$ cat src/rtl/program_loader_pkg.sv
// Shared types and sizing helpers for the program loader.
// Optional macro PROG_LOADER_CHECKSUM_EN adds the CSUM state to the enum.
// Pure declarations; no logic.
package program_loader_pkg;

  typedef enum logic [3:0] {
    IDLE,
    LEN_LO,
    LEN_HI,
    DATA_LO,
    DATA_HI,
    WRITE,
`ifdef PROG_LOADER_CHECKSUM_EN
    CSUM,
`endif
    DONE,
    ERROR
  } loader_state_e;

  // Number of whole instruction words that fit in the byte-addressed memory.
  function automatic int unsigned max_words(input int unsigned addr_w, input int unsigned inst_w);
    return (32'd1 << addr_w) / (inst_w / 8);
  endfunction

  // Word capacity of the default 12-bit / 16-bit configuration.
  localparam int unsigned MAX_WORDS = max_words(12, 16);

endpackage

$ cat src/rtl/program_loader.sv
// Streams a length-prefixed little-endian program into instruction memory while holding the core in reset.
// Latency: one WRITE cycle per word after its last byte; status/strobes are registered (one cycle after the deciding edge).
// Backpressure: rx_ready drops in WRITE and whenever no load is running. Macro PROG_LOADER_CHECKSUM_EN adds a trailing 8-bit zero-sum byte.
module program_loader
  import program_loader_pkg::*;
#(
  parameter int INST_W   = 16,
  parameter int I_ADDR_W = 12
) (
  input  logic                clk,
  input  logic                reset_n,
  input  logic                start,
  input  logic [7:0]          rx_data,
  input  logic                rx_valid,
  output logic                rx_ready,
  output logic [I_ADDR_W-1:0] imem_waddr,
  output logic [INST_W-1:0]   imem_wdata,
  output logic                imem_we,
  output logic                core_reset_n,
  output logic                busy,
  output logic                done,
  output logic                error
);

  localparam int unsigned BYTES      = INST_W / 8;
  localparam int unsigned BC_W       = (BYTES > 1) ? $clog2(BYTES) : 1;
  localparam int unsigned WORD_LIMIT = max_words(I_ADDR_W, INST_W);

  // Single-byte words go straight to the final-byte state.
  localparam loader_state_e DATA_FIRST = (BYTES > 1) ? DATA_LO : DATA_HI;
`ifdef PROG_LOADER_CHECKSUM_EN
  localparam loader_state_e END_STATE = CSUM;
`else
  localparam loader_state_e END_STATE = DONE;
`endif

  loader_state_e       state_q, state_d;
  logic [15:0]         index_q, index_d;
  logic [15:0]         len_q, len_d;
  logic [BC_W-1:0]     byte_cnt_q, byte_cnt_d;
  logic [INST_W-1:0]   word_q, word_d;
  logic [15:0]         n_words;
  logic                xfer;
  logic [I_ADDR_W-1:0] addr_d;
  logic                rdy_d, busy_d;
`ifdef PROG_LOADER_CHECKSUM_EN
  logic [7:0]          sum_q, sum_d;
`endif

  logic                rx_ready_q, imem_we_q, busy_q, done_q, error_q, core_en_q;
  logic [I_ADDR_W-1:0] imem_waddr_q;
  logic [INST_W-1:0]   imem_wdata_q;

  assign xfer    = rx_valid && rx_ready_q;
  assign n_words = {rx_data, len_q[7:0]};
  assign addr_d  = I_ADDR_W'(32'(index_q) * BYTES);

  // Next-state, byte assembly, word index and checksum accumulation.
  always_comb begin
    state_d    = state_q;
    index_d    = index_q;
    len_d      = len_q;
    byte_cnt_d = byte_cnt_q;
    word_d     = word_q;
`ifdef PROG_LOADER_CHECKSUM_EN
    sum_d      = sum_q;
    if (xfer) sum_d = sum_q + rx_data;
`endif
    case (state_q)
      IDLE, DONE, ERROR: begin
        if (start) begin
          state_d    = LEN_LO;
          index_d    = '0;
          byte_cnt_d = '0;
`ifdef PROG_LOADER_CHECKSUM_EN
          sum_d      = '0;
`endif
        end
      end
      LEN_LO: begin
        if (xfer) begin
          len_d[7:0] = rx_data;
          state_d    = LEN_HI;
        end
      end
      LEN_HI: begin
        if (xfer) begin
          len_d[15:8] = rx_data;
          byte_cnt_d  = '0;
          if (32'(n_words) > WORD_LIMIT) state_d = ERROR;
          else if (n_words == 16'd0)     state_d = END_STATE;
          else                           state_d = DATA_FIRST;
        end
      end
      DATA_LO, DATA_HI: begin
        if (xfer) begin
          for (int b = 0; b < int'(BYTES); b++) begin
            if (BC_W'(b) == byte_cnt_q) word_d[8*b +: 8] = rx_data;
          end
          byte_cnt_d = byte_cnt_q + 1'b1;
          if (state_q == DATA_HI) begin
            state_d    = WRITE;
            byte_cnt_d = '0;
          end else if (32'(byte_cnt_q) == BYTES - 2) begin
            state_d = DATA_HI;
          end
        end
      end
      WRITE: begin
        index_d = index_q + 16'd1;
        state_d = (index_q == len_q - 16'd1) ? END_STATE : DATA_FIRST;
      end
`ifdef PROG_LOADER_CHECKSUM_EN
      CSUM: begin
        if (xfer) state_d = (sum_d == 8'd0) ? DONE : ERROR;
      end
`endif
      default: state_d = IDLE;
    endcase

    rdy_d = (state_d == LEN_LO) || (state_d == LEN_HI) ||
            (state_d == DATA_LO) || (state_d == DATA_HI);
`ifdef PROG_LOADER_CHECKSUM_EN
    if (state_d == CSUM) rdy_d = 1'b1;
`endif
    busy_d = !((state_d == IDLE) || (state_d == DONE) || (state_d == ERROR));
  end

  // State registers plus outputs registered from the upcoming state.
  always_ff @(posedge clk or negedge reset_n) begin
    if (!reset_n) begin
      state_q      <= IDLE;
      index_q      <= '0;
      len_q        <= '0;
      byte_cnt_q   <= '0;
      word_q       <= '0;
`ifdef PROG_LOADER_CHECKSUM_EN
      sum_q        <= '0;
`endif
      rx_ready_q   <= 1'b0;
      imem_we_q    <= 1'b0;
      imem_waddr_q <= '0;
      imem_wdata_q <= '0;
      busy_q       <= 1'b0;
      done_q       <= 1'b0;
      error_q      <= 1'b0;
      core_en_q    <= 1'b1;
    end else begin
      state_q      <= state_d;
      index_q      <= index_d;
      len_q        <= len_d;
      byte_cnt_q   <= byte_cnt_d;
      word_q       <= word_d;
`ifdef PROG_LOADER_CHECKSUM_EN
      sum_q        <= sum_d;
`endif
      rx_ready_q   <= rdy_d;
      imem_we_q    <= (state_d == WRITE);
      if (state_d == WRITE) begin
        imem_waddr_q <= addr_d;
        imem_wdata_q <= word_d;
      end
      busy_q       <= busy_d;
      done_q       <= (state_d == DONE);
      error_q      <= (state_d == ERROR);
      core_en_q    <= (state_d == IDLE) || (state_d == DONE);
    end
  end

  assign rx_ready     = rx_ready_q;
  assign imem_we      = imem_we_q;
  assign imem_waddr   = imem_waddr_q;
  assign imem_wdata   = imem_wdata_q;
  assign busy         = busy_q;
  assign done         = done_q;
  assign error        = error_q;
  assign core_reset_n = reset_n && core_en_q;

endmodule

$ cat config.mk
export PLATFORM = sky130hd
export DESIGN_NAME = program_loader
export DESIGN_NICKNAME = d
export VERILOG_FILES = /design/src/rtl/program_loader_pkg.sv /design/src/rtl/program_loader.sv
export SDC_FILE = /design/constraint.sdc
export NUM_CORES = 1
export LEC_CHECK = 0
export ABC_AREA = 1
export BUFFER_PORTS_ARGS = -buffer_cell sky130_fd_sc_hd__buf_4
export CORE_ASPECT_RATIO = 0.6
export CORE_MARGIN = 10
export CORE_UTILIZATION = 46
export CTS_BUF_LIST = sky130_fd_sc_hd__clkbuf_8
export CTS_CLUSTER_DIAMETER = 80
export DETAILED_ROUTE_END_ITERATION = 8
export PLACE_DENSITY = 0.68
export REMOVE_ABC_BUFFERS = 1
export SYNTH_ARGS = -nofsm -noshare
export SYNTH_HDL_FRONTEND = slang
export SYNTH_SLANG_ARGS = --single-unit
$ cat constraint.sdc
create_clock -name clk -period 2.31 [get_ports clk]
set_clock_uncertainty 0.1 [all_clocks]
set_input_delay 0.1155 -clock clk [delete_from_list [all_inputs] [get_ports clk]]
set_output_delay 0.1155 -clock clk [all_outputs]
set_load 0.02 [all_outputs]
# Word-level counts from Yosys, hierarchy flattened
# Index checks and enable logic that the tools add are counted.
# totals
reg_bits	86
input_bits	12
word_cells	76
# classes
reduce_logical	19
muxes	21
addsub	3
order_cmp	1
eq_ne	18
# op_table
op	count
16-bit 2-to-1 mux	3
4-bit by 3-bit == test with 1-bit output (second input constant)	8
16-bit case mux with 2 select lines	1
4-bit 2-to-1 mux	6
4-bit case mux with 5 select lines	1
16-bit by 1-bit adder with 16-bit output (second input constant)	1
16-bit == test	1
4-bit by 2-bit == test with 1-bit output (second input constant)	4
16-bit by 12-bit > comparator with 1-bit output (second input constant)	1
16-bit logical NOT	1
8-bit 2-to-1 mux	2
16-bit by 1-bit subtractor with 16-bit output (second input constant)	1
3-bit 2-to-1 mux	3
4-bit by 1-bit == test with 1-bit output (second input constant)	2
4-bit logical NOT	2
2-bit != test (second input constant)	3
2-bit AND reduction	3
1-bit logical OR	5
1-bit 2-to-1 mux	4
4-bit AND reduction	1
1-bit case mux with 3 select lines	1
3-bit nonzero test	1
3-bit OR reduction	1
1-bit logical AND	2
4 further kinds	4

# Depth between registers and ports, before layout
# logic_depth
depth_word	9
ltp_mapped	18
ltp_nobuf	18

# Least setup slack after synthesis
# No wires, ideal clock.
# synth_path
path_type	reg2reg
start	register len_q[0]
end	register rx_ready_q, in the netlist rx_ready
arrival_ns	1.694
slack_ns	0.396
path_buffers	0
required_ns	2.090
setup_time_ns	0.120
stages_incl_launch_ff	16
synth_period_minus_slack_ns	1.914
path_cell_list	dfrtp_1 > inv_2 > ha_1 > nand3_2 > nor2_4 > nand2_1 > nand2_1 > nand2_1 > nand2_1 > nand2_1 > nor2_1 > nand3_1 > nand2_2 > nand3_2 > nor2_1 > nor2_1
# synth_via
elab_chain_len	9
elab_cells_between_ends	16
# synth_lines
item	line	source
start: declaration	program_loader.sv:39	logic [15:0] len_q, len_d;
start signal: assignment	program_loader.sv:151	len_q <= len_d;
parallel branches: the longest is 4 deep, another holds 16-bit by 1-bit subtractor with 16-bit output	--	
4-bit case mux with 5 select lines (*)	program_loader.sv:69	case (state_q)
4-bit by 1-bit == test with 1-bit output / 4-bit by 2-bit == test with 1-bit output (equally long branches)	program_loader.sv:121	rdy_d = (state_d == LEN_LO) || (state_d == LEN_HI) ||
1-bit logical OR (2 in series)	program_loader.sv:121	
1-bit logical OR (*)	program_loader.sv:122	(state_d == DATA_LO) || (state_d == DATA_HI);
named net rdy_d	program_loader.sv:45	logic rdy_d, busy_d;
end signal: assignment	program_loader.sv:157	rx_ready_q <= rdy_d;
end: declaration	program_loader.sv:50	logic rx_ready_q, imem_we_q, busy_q, done_q, error_q, core_en_q;
# Mark *: on every way through the listed nets, which the timed path passes.
# A chain may end at the register's enable or synchronous reset.

# Worst setup path after layout
# layout_path
start	register len_q[6]
end	register done_q, in the netlist done
# layout_via
elab_chain_len	6
elab_cells_between_ends	10
# layout_lines
item	line	source
parallel branches: the longest is 4 deep, another holds 16-bit by 1-bit subtractor with 16-bit output	--	
4-bit case mux with 5 select lines (*)	program_loader.sv:69	
named net state_d[2]	program_loader.sv:37	loader_state_e state_q, state_d;
4-bit by 3-bit == test with 1-bit output (*)	program_loader.sv:164	done_q <= (state_d == DONE);
end signal: assignment	program_loader.sv:164	
end: declaration	program_loader.sv:50	
# Marks and branches as above.

==> out/qor.txt <==
Synth-to-Final Area Change -> 20.85%
Min cycle time layout -> 2.151 ns
Slowest Stage Delay on Critical Path -> 0.45 ns
Slew Viols, Final -> 0
Initial Utilization -> 47.21%
Worst vdd ir -> 473.1 uV
Die Height -> 95.08 microns
CTS tree -> yes
Share of layout cells above drive strength 1 -> 24.23%
Type of destination of the critical path -> flip-flop
Biggest area consumer among synthesized cells -> dfrtp_1
Power Density -> 1019 nW/um^2
Nature of the critical path startpoint -> flip-flop
Leakage -> 2.572 nW
Layout net count -> 591
Via count -> 3543
Cell Area, Synth -> 4322 sq um
Final Setup Violations -> 0
DR iter-0 viols -> 204
Number of global-route vias before repair -> 3334
Slew @ Worst Pin -> 0.5480 ns
First-pass GRT wire length -> 17.35 mm
Initial antenna violation count -> 0
Synth Instances -> 513
Distinct cells, synth -> 40
CP Data Arrival Time -> 2.36 ns
Max-cap violations -> 0
Status -> finished clean
Yosys warning total -> 0
H-tree depth -> 3
Cell Area, Placed -> 4841 sq um
FF-to-FF path depth -> 11
Min-Delay Path Class -> input port to asynchronous set/reset pin
DP Wirelength -> 7.863 mm
Primary FF master, synth -> dfrtp_1
Placer congestion estimate -> 0.9179
Unrepaired setup endpoints after global routing -> true
Final Cycle Share -> 93.10%
Final Hold Fails -> 0
Total CTS buffers -> 9
Required @ worst endpoint -> 2.52 ns
Core Rows -> 27
DR DRC count -> 0
Reg-to-reg endpoint -> done
Max_slew headroom -> 63.16%
Die Width -> 145.1 microns
GRT Residual Overflow -> 0
CP max FO -> 6
Hold slack -> 0.1479 ns
Clock Latency Late Sink -> 0.38 ns
Register area share after synthesis -> 49.83%
Vias per cell -> 4.976
Clock Sink Count -> 86
Count leader, synth -> nand2_1
Register-to-Register Setup Slack -> 0.16 ns
WS Path Type -> flip-flop to flip-flop
Clock Tree Buf Depth -> 2
Aggregate routed wire length -> 10.46 mm
Worst R2R Start -> len_q[6]
Largest net degree at the start of global routing -> 79
Yosys top cell area share -> 49.22%
ANT nets after route -> 0
Port Buffer Count -> 44
Async SR Flop Fraction -> 100.0%
Worst path slowest cell -> dfrtp_1
Clock Tree Root -> clkbuf_8
Core outline area -> 9155 sq um
Largest cells by area after synthesis -> dfrtp_1 49%, nand2_1 13%, inv_1 4.4%
I/O Pins -> 46
Yosys reg bits -> 86
Die ar. -> 13800 sq um
Tot GR Track Use -> 15.61%
Final setup TNS -> 0 ns
Peak Freq -> 0.4650 GHz
Post-synth top cells -> 150 x nand2_1, 85 x dfrtp_1, 51 x inv_1
Design area -> 5223 sq um
Cell Chain, Critical Path -> nor2_2 > nand2_2 > nor2_4 > nand2_1 > xor2_1 > nand2_1 > nor2_1 > nand4_1 > nand2_2 > nand4_1 > inv_1
WL per Instance -> 14.69 microns
CTS clk-pin slew, worst paths -> 0.10 ns
1st-pass router iterations -> 5
Post-synth EDFFs -> 0
Antenna cells -> 0
Synth Area per Inst -> 8.424 sq um
[how the worst max path moves through the flow]
| stage | start | to | slack (ns) | cells past startpoint |
|---|---|---|---|---|
| finish | len_q[6] | done | 0.16 | 11 |
| floorplan | rx_ready | imem_waddr[11] | -0.41 | 3 |
| global route | len_q[0] | done | -0.02 | 12 |
| detailed placement | len_q[0] | rx_ready | 0.08 | 13 |
| CTS | len_q[0] | rx_ready | 0.06 | 15 |
| global placement | len_q[0] | rx_ready | 0.13 | 15 |
[critical path: cells and delay by family, from the launching register on]
kind          cells  cell delay (ns)
flops             1             0.45
buf+inv           1             0.10
simple gates      9             1.27
xor+xnor          1             0.17
[cell usage in the layout (no fill, tap or decap), types with 3 or more instances in the layout]
| cell type | netlist | final |
|---|---|---|
| a21oi_1 | 11 | 11 |
| a31oi_1 | 3 | 3 |
| buf_4 | 1 | 53 |
| clkbuf_8 | 0 | 9 |
| dfrtp_1 | 85 | 85 |
| dlygate4sd3_1 | 0 | 10 |
| inv_1 | 51 | 49 |
| inv_2 | 9 | 11 |
| inv_8 | 0 | 3 |
| mux2_2 | 17 | 17 |
| nand2_1 | 150 | 147 |
| nand2_2 | 6 | 9 |
| nand3_1 | 16 | 16 |
| nand4_1 | 5 | 5 |
| nor2_1 | 42 | 37 |
| nor2_2 | 12 | 15 |
| nor2_4 | 4 | 6 |
| nor3_1 | 5 | 5 |
| o21a_1 | 10 | 10 |
| o21ai_0 | 31 | 31 |
| o21ai_1 | 13 | 12 |
| xor2_1 | 5 | 5 |
[metal layers]
layer	global-route usage (%)	part of all wire (%)	up-vias	wire length, microns
li1	-	-	1769	-
met1	22.42	52	1687	5434
met2	22.26	41	78	4333
met3	4.728	5.9	9	615
met4	4.355	0.69	0	72
met5	0	0	-	0
[per-stage QoR]
| stage | total power [mW] | worst slack, ns | cells | util [%] |
|---|---|---|---|---|
| after floorplan | 3.456 | -0.4063 | 502 | - |
| after global placement | 4.005 | 0.1302 | 684 | 52.88 |
| after detailed placement | 4.041 | 0.07994 | 684 | 52.88 |
| after CTS | 5.211 | 0.05733 | 710 | 56.29 |
| after global routing | 5.712 | -0.02256 | 712 | 57.05 |
| final | 5.321 | 0.1593 | 712 | 57.05 |
[area by class of cell]
| type | instances | area, sq um |
|---|---|---|
| Fill cell | 817 | 3933 |
| Sequential cell | 86 | 2153 |
| Multi-Input combinational cell | 356 | 1951 |
| Timing Repair Buffer | 64 | 518.0 |
| Inverter | 60 | 225.2 |
| Tap cell | 130 | 162.7 |
| Clock buffer | 9 | 123.9 |
| Clock inverter | 7 | 88.84 |
[kinds of logic (layout without fill, tap and decap cells)]
group                    Yosys count  in the layout  synth area share [%]
AO/OA/AOI/OAI                     76             76                 10.42
XOR/XNOR                           8              8                 1.940
adder cells (fa/ha/maj)            2              2                0.5789
buffers and inverters             72            140                 6.543
flip-flops                        86             86                 49.83
multiplexers                      19             19                 4.893
other                              1              2               0.08677
AND/OR/NAND/NOR                  249            249                 25.71
[state kept, by name, indices dropped and copies added, names as in the netlist, 4 cells and up]
signal / flops
state_q: 4
imem_waddr: 11
imem_wdata: 16
len_q: 16
index_q: 16
word_q: 16
[power breakdown]
part	internal, mW	switching [mW]	total [mW]
registers	1.88	0.272	2.16
clock network	0.528	0.624	1.15
logic	0.771	1.24	2.01
total	3.18	2.14	5.32
[what timing repair did]
action,in CTS,in global routing
resized for setup,0,15
hold buffers,10,0
endpoints found under the setup margin,0,6
setup buffers,0,2
hold endpoints to repair,107,0
(Power assumes the default switching activity.)
